`src/rtl/av_pixel_mixer.sv`:
```
// Two-stage pixel mixer: blends a menu overlay onto the game layer with a
// frame-stepped fade (alpha 0..8) driven by the pause request.
module av_pixel_mixer #(
  parameter int unsigned FRAMES_PER_STEP = 2
) (
  input  logic        clk65,
  input  logic        reset,
  input  logic        pause,
  input  logic [10:0] hcount,
  input  logic [9:0]  vcount,
  input  logic        hsync,
  input  logic        vsync,
  input  logic        blank,
  input  logic [12:0] menu_pixel,
  input  logic [11:0] game_pixel,
  output logic [11:0] vga_rgb,
  output logic        vga_hsync,
  output logic        vga_vsync,
  output logic [3:0]  alpha,
  output logic        menu_visible
);

  typedef enum logic [1:0] {StHidden, StFadeIn, StShown, StFadeOut} state_e;

  localparam logic [3:0] StepCount = 4'(FRAMES_PER_STEP);

  // Stage 1 registers
  logic [11:0] game_q, menu_q;
  logic        blank_q, hsync_q, vsync_q;
  // Stage 2 (output) registers
  logic [11:0] rgb_q;
  logic        hsync2_q, vsync2_q;

  state_e      state_q, state_d;
  logic [3:0]  alpha_q, alpha_d;
  logic [3:0]  cnt_q, cnt_d;
  logic        vis_q;
  logic        frame_tick, step_tick;
  logic [11:0] rgb_d;

  // Debug-only inputs and the ignored menu flag bit.
  logic unused_inputs;
  assign unused_inputs = ^{hcount, vcount, menu_pixel[12]};

  function automatic logic [3:0] mix(input logic [3:0] m, input logic [3:0] g,
                                     input logic [3:0] a);
    logic [6:0] s;
    s = ({3'b0, m} * {3'b0, a}) + ({3'b0, g} * (7'd8 - {3'b0, a}));
    return s[6:3];
  endfunction

  // Registered vsync falling: stage-1 copy low while stage-2 copy still high.
  assign frame_tick = vsync2_q & ~vsync_q;
  assign step_tick  = frame_tick && ((cnt_q + 4'd1) == StepCount);

  // Stage-2 colour: blanking wins, then menu coverage, else game passes through.
  always_comb begin
    rgb_d = game_q;
    if (blank_q) begin
      rgb_d = 12'h000;
    end else if (menu_q != 12'h000) begin
      rgb_d = {mix(menu_q[11:8], game_q[11:8], alpha_q),
               mix(menu_q[7:4],  game_q[7:4],  alpha_q),
               mix(menu_q[3:0],  game_q[3:0],  alpha_q)};
    end
  end

  // Pixel pipeline registers.
  always_ff @(posedge clk65) begin
    if (reset) begin
      game_q   <= 12'h000;
      menu_q   <= 12'h000;
      blank_q  <= 1'b0;
      hsync_q  <= 1'b1;
      vsync_q  <= 1'b1;
      rgb_q    <= 12'h000;
      hsync2_q <= 1'b1;
      vsync2_q <= 1'b1;
    end else begin
      game_q   <= game_pixel;
      menu_q   <= menu_pixel[11:0];
      blank_q  <= blank;
      hsync_q  <= hsync;
      vsync_q  <= vsync;
      rgb_q    <= rgb_d;
      hsync2_q <= hsync_q;
      vsync2_q <= vsync_q;
    end
  end

  // Fade FSM: a pause change beats a coincident step and clears the divider.
  always_comb begin
    state_d = state_q;
    alpha_d = alpha_q;
    cnt_d   = cnt_q;
    unique case (state_q)
      StHidden: begin
        if (pause) begin
          state_d = StFadeIn;
          cnt_d   = 4'd0;
        end
      end
      StFadeIn: begin
        if (!pause) begin
          state_d = StFadeOut;
          cnt_d   = 4'd0;
        end else if (step_tick) begin
          cnt_d = 4'd0;
          if (alpha_q < 4'd8) alpha_d = alpha_q + 4'd1;
          if (alpha_q >= 4'd7) state_d = StShown;
        end else if (frame_tick) begin
          cnt_d = cnt_q + 4'd1;
        end
      end
      StShown: begin
        if (!pause) begin
          state_d = StFadeOut;
          cnt_d   = 4'd0;
        end
      end
      StFadeOut: begin
        if (pause) begin
          state_d = StFadeIn;
          cnt_d   = 4'd0;
        end else if (step_tick) begin
          cnt_d = 4'd0;
          if (alpha_q > 4'd0) alpha_d = alpha_q - 4'd1;
          if (alpha_q <= 4'd1) state_d = StHidden;
        end else if (frame_tick) begin
          cnt_d = cnt_q + 4'd1;
        end
      end
      default: begin
        state_d = StHidden;
        alpha_d = 4'd0;
        cnt_d   = 4'd0;
      end
    endcase
  end

  // Fade state, alpha, divider and visibility flag.
  always_ff @(posedge clk65) begin
    if (reset) begin
      state_q <= StHidden;
      alpha_q <= 4'd0;
      cnt_q   <= 4'd0;
      vis_q   <= 1'b0;
    end else begin
      state_q <= state_d;
      alpha_q <= alpha_d;
      cnt_q   <= cnt_d;
      vis_q   <= (alpha_d != 4'd0);
    end
  end

  assign vga_rgb      = rgb_q;
  assign vga_hsync    = hsync2_q;
  assign vga_vsync    = vsync2_q;
  assign alpha        = alpha_q;
  assign menu_visible = vis_q;

endmodule
```
`config.mk`:
```
export PLATFORM = sky130hd
export DESIGN_NAME = av_pixel_mixer
export DESIGN_NICKNAME = d
export VERILOG_FILES = /design/src/rtl/av_pixel_mixer.sv
export SDC_FILE = /design/constraint.sdc
export NUM_CORES = 1
export LEC_CHECK = 0
export CORE_ASPECT_RATIO = 1.2
export CORE_MARGIN = 5
export CORE_UTILIZATION = 43
export DETAILED_ROUTE_END_ITERATION = 6
export PLACE_DENSITY = 0.73
export SYNTH_ARGS = -nofsm -noshare
export SYNTH_HDL_FRONTEND = slang
export SYNTH_SLANG_ARGS = --single-unit
```
`constraint.sdc`:
```
create_clock -name clk65 -period 6 [get_ports clk65]
set_clock_uncertainty 0.2 [all_clocks]
set_input_delay 0.6 -clock clk65 [delete_from_list [all_inputs] [get_ports clk65]]
set_output_delay 0.6 -clock clk65 [all_outputs]
set_load 0.005 [all_outputs]
```
* Word-level counts from Yosys, hierarchy flattened
Index checks and enable logic that the tools add are counted.
Storage, ports and cells: logic and storage cells 72, output and inout port bits 19, register bits after elaboration 52, input bits 52
Cells by class: $add $sub $neg 7, equality and inequality tests 10, $lt $le $gt $ge 4, multiply operators 6, reduce and logical (&&, ||, !) cells 7, bitwise gates (word level) 2, muxes and demuxes 24
Operator list (count):
- 4-bit two-way mux | 12
- 7-bit adder | 3
- 4-bit by 4-bit multiplier with 7-bit output | 3
- 2-bit two-way mux | 8
- 4-bit one-hot mux with 4 select lines | 1
- 4-bit by 7-bit multiplier with 7-bit output | 2
- 12-bit two-way mux | 1
- 3-bit != test (second input constant) | 4
- 12-bit nonzero test | 1
- 4-bit by 1-bit adder with 4-bit output (second input constant) | 2
- 2-bit one-hot mux with 4 select lines | 1
- 4-bit one-hot mux with 2 select lines | 1
- 5-bit by 5-bit multiplier with 7-bit output | 1
- 6-bit AND reduction | 1
- 4-bit by 4-bit subtractor with 5-bit output (first input constant) | 1
- 2-bit == test (second input constant) | 2
- 4-bit by 2-bit == test with 1-bit output (second input constant) | 1
- 4-bit by 3-bit greater-or-equal comparator with 1-bit output (second input constant) | 1
- 4-bit by 1-bit greater-than comparator with 1-bit output (second input constant) | 1
- 4-bit by 1-bit less-or-equal comparator with 1-bit output (second input constant) | 1
- 4-bit less-than comparator (second input constant) | 1
- 2-bit != test (second input constant) | 2
- 4-bit nonzero test | 1
- 4-bit by 1-bit subtractor with 4-bit output (second input constant) | 1
- 7 further kinds | 7

* Depth between registers and ports, before layout
word-level depth 7, mapped depth 22, depth with buffers taken out 20

* Least setup slack after synthesis
Ideal clock, no wire load.
path type register to register, from register alpha_q[0] (netlist: alpha[0]), to register rgb_q[3] (netlist: vga_rgb[3]), required time 5667 ps, setup time 133 ps, arrival 5182 ps, setup slack 486 ps, clock period less this slack 5514 ps, stages on the path, launching flop included 21, buffers on the path 1, cell sequence dfxtp_1 -> buf_6 -> inv_1 -> ha_1 -> nor2b_1 -> or3_1 -> fa_1 -> fa_1 -> inv_1 -> fa_1 -> fa_1 -> inv_1 -> fa_1 -> inv_1 -> ha_1 -> a21o_1 -> a21oi_1 -> xnor2_1 -> xnor2_1 -> nand3b_1 -> a31oi_1
Between the ends: longest elaborated chain between the ends 4, elaborated cells between the ends (all ways) 5, classes of those cells add/sub: 2; mul: 2; mux: 1
RTL lines:
- start, declared | RTL line 35 | logic [3:0] alpha_q, alpha_d;
- start signal, assigned | RTL line 150 | alpha_q <= alpha_d;
- 4-bit by 4-bit subtractor with 5-bit output | RTL line 48 | s = ({3'b0, m} * {3'b0, a}) + ({3'b0, g} * (7'd8 - {3'b0, a}));
- 5-bit by 5-bit multiplier with 7-bit output | RTL line 48
- 7-bit adder * | RTL line 48
- 12-bit two-way mux * | RTL line 61 | end else if (menu_q != 12'h000) begin
- end signal, assigned | RTL line 85 | rgb_q <= rgb_d;
- end, declared | RTL line 31 | logic [11:0] rgb_q;
Mark *: on every way between the ends. The rest lies on a longest branch, timed or not. A chain may end at the register's enable or synchronous reset.

* Worst setup path after layout
from register alpha_q[1] (netlist: alpha[1]), to register rgb_q[3] (netlist: vga_rgb[3])
Same word-level chain as after synthesis.

==> summary.md <==
| Metric | Value |
|---|---|
| Portion of total power attributed to combinational logic | `19.6%` |
| Switching Share | `29.0%` |
| Nets | `770` |
| Count of endpoints failing setup in the final report | `0` |
| I/O pin count | `71` |
| Largest fanout on the critical path | `9` |
| Top FF cell, synth | `dfxtp_1` |
| Layout cell share with drive strength beyond 1 | `5.21%` |
| Max-cap violations | `0` |
| Lkg Pwr | `2.60 nW` |
| Worst-Skew Late Latency | `0.29 ns` |
| Power per Cell Area | `146 nW/µm²` |
| # clock sinks | `52` |
| Length of the first detailed-routing pass in iterations | `4` |
| Placement Rows | `43` |
| Number of register bits inferred by synthesis | `52` |
| Via count of the first global-routing pass | `4091` |
| Number of antenna violations at the first check in global routing | `0` |
| Routed WL | `10900 µm` |
| Mean Syn Cell Area | `8.90 µm²` |
| Number of port buffers | `48` |
| Met2 wire length | `5440 µm` |
| First-pass GRT wire length | `19000 µm` |
| Final clock period utilization by the worst path | `94.1%` |
| Die footprint | `14000 µm²` |
| Detail Placement HPWL | `8610 µm` |
| Result of the run | `finished, final reports clean` |
| Number of routed nets with antenna violations | `0` |
| Post-synthesis cell type count | `51` |
| Type of the tightest min-delay check | `reg -> reg` |
| Initial drt markers | `213` |
| Combined area of the multi-input logic cells | `3580 µm²` |
| Final weighted congestion of routability-driven global placement | `0.885` |
| Share of power burned in registers | `45.4%` |
| Pint | `0.610 mW` |
| Clock transition at path regs | `0.07 ns` |
| Cell count after synthesis | `568` |
| Clock root buffer | `clkbuf_16` |
| Setup slack at placement | `0.223 ns` |
| GR Overflow Total | `0` |
| Largest cells by area after synthesis | `fa_1, dfxtp_1, ha_1` |
| Share of flip-flops with an asynchronous set or reset | `0%` |
| Area of the mapped netlist | `5060 µm²` |
| Placeable core region | `11600 µm²` |
| Max frequency | `0.177 GHz` |
| TritonCTS Buffers | `5` |
| Worst-Margin Slew | `0.658 ns` |
| Clk network pwr share | `34.9%` |
| # Post-CTS Setup Buffers | `0` |
| Pin count of the biggest net entering global routing | `42` |
| Max Slew Vio Count | `0` |
| Kind of end point of the critical path | `flop` |
| Detail-routed net length per standard cell | `14.2 µm` |
| CP required | `6.03 ns` |
| Post-synth top area share | `22.6%` |
| Post-synthesis to final-layout area growth | `16.0%` |
| Tmin final | `5.65 ns` |
| Sequential fraction of the synthesis area | `20.6%` |
| Metal1 wirelength | `4580 µm` |
| EDFF count, synth | `0` |
| Highest routing layer actually used | `met4` |
| Count of unresolved DRC violations after routing | `0` |
| Final worst slack | `0.354 ns` |
| Htree depth | `2` |
| Headroom to the max-slew limit | `55.8%` |
| Total count of hold-check failures in the final report | `0` |
| Net count of the mapped netlist | `725` |
| Library cell occupying the most area in the post-synthesis netlist | `fa_1` |
| Combined flip-flop and latch cell area | `1040 µm²` |
| Overall die height | `129 µm` |
| Worst setup path category | `reg -> reg` |
| Most frequent standard cell in the layout excluding fill and tap cells | `inv_1` |
| Switching power total | `0.249 mW` |
| Highest-count cells in the layout ignoring fill and taps | `inv_1, and2_1, fa_1` |
| CP arrival | `5.67 ns` |
| Number of warning messages in the yosys log | `0` |
| Number of inserted filler cells in the final layout | `1069` |
| Setup repair after global routing missed its margin | `no` |
| Number of vias in the routed layout | `3826` |
| Final total negative setup slack | `0 ns` |
| Max Buffers Root-to-Sink | `2` |
| Inserted Diodes | `0` |
| Kind of launch point of the worst setup path | `flop` |
| Starting density of the core | `43.7%` |
| Peak supply drop | `0.152 mV` |
| Routed length on met3 | `647 µm` |
| GR Util All Layers | `17.0%` |
| Mean number of vias per cell | `4.96` |
| CTS tree | `done` |
| Chip Width | `109 µm` |
[logic make-up after synthesis]
kind of cell | count (synthesis) | synth area share [%]
buf+inv | 109 | 8.73
fa+ha+maj | 105 | 34.4
flops | 52 | 20.6
compound gates | 62 | 7.92
simple gates | 205 | 21.9
xor+xnor | 31 | 5.64
mux | 4 | 0.816
[metal layers]
layer | global-route usage [%] | vias up
met5 | 0 | -
li1 | - | 1868
met1 | 21.2 | 1837
met2 | 29.1 | 99
met3 | 3.16 | 22
met4 | 6.24 | 0
[path summary, 6_finish.rpt]
check                    end  slack, ns  depth (start not counted)      from
setup / recovery  vga_rgb[3]       0.35                         19  alpha[1]
hold / removal     vga_hsync       0.22                          1   hsync_q
setup reg to reg  vga_rgb[3]       0.35                         19  alpha[1]
hold reg to reg    vga_hsync       0.22                          1   hsync_q
[timing repair]
item	in CTS	in global routing
gates resized for setup	0	2
hold buffers	0	0
endpoints found under the setup margin	0	2
[cell usage after synthesis, drive strengths merged, types with 2 or more instances]
master	instances
fa	57
nand2b	2
and2	59
nand4	2
or2	5
nand3	7
or2b	2
a21o	6
dfxtp	52
clkbuf	15
xnor2	26
or4	2
buf	4
o21ai	15
nand2	51
nor2	23
nor3	6
inv	89
a22oi	2
and3	3
nor2b	30
a211oi	6
a31oi	4
or3	5
ha	48
mux2i	3
xor2	4
a21oi	21
nor4	4
[through the flow]
stage               area [µm²]  hold slack, ns  utilization [%]  power, mW  cells
global placement          5700           0.199             49.3      0.554    763
floorplan                 5060           0.189                -      0.503    568
detailed placement        5700           0.201             49.3      0.566    763
finish                    5860           0.221             50.7      0.859    771
global route              5860           0.232             50.7      0.913    771
CTS                       5860           0.221             50.6      0.868    771
[cell type report]
class | instances | area share [%]
Sequential cell | 52 | 17.8
Timing Repair Buffer | 58 | 9.47
Multi-Input combinational cell | 407 | 61.1
Tap cell | 157 | 3.35
Clock inverter | 2 | 0.256
Inverter | 89 | 5.70
Clock buffer | 6 | 2.37
[flip-flops by register name (all words and copies together), names as in the netlist]
register / count
alpha: 4
blank_q: 1
cnt_q: 4
game_q: 12
hsync_q: 1
menu_q: 12
menu_visible: 1
state_q: 2
vga_hsync: 1
vga_rgb: 12
vga_vsync: 1
vsync_q: 1
[worst max-delay path, stage by stage (launching register included)]
cell	delay (ns)
dfxtp_2	0.44
inv_1	0.11
ha_1	0.27
nor2b_1	0.17
or3_1	0.34
fa_1	0.52
fa_1	0.54
inv_1	0.06
fa_1	0.50
fa_1	0.55
inv_1	0.05
fa_1	0.55
inv_1	0.06
ha_1	0.28
a21o_1	0.17
a21oi_1	0.18
xnor2_1	0.16
xnor2_1	0.09
nand3b_1	0.16
a31oi_1	0.17
[power groups by stage]
| stage | sequential [mW] | clock, mW | combinational, mW |
|---|---|---|---|
| floorplan | 0.389 | 0 | 0.114 |
| global placement | 0.396 | 0 | 0.158 |
| detailed placement | 0.398 | 0 | 0.169 |
| CTS | 0.390 | 0.308 | 0.170 |
| global route | 0.393 | 0.324 | 0.196 |
| finish | 0.390 | 0.300 | 0.169 |
(Power assumes the default switching activity.)
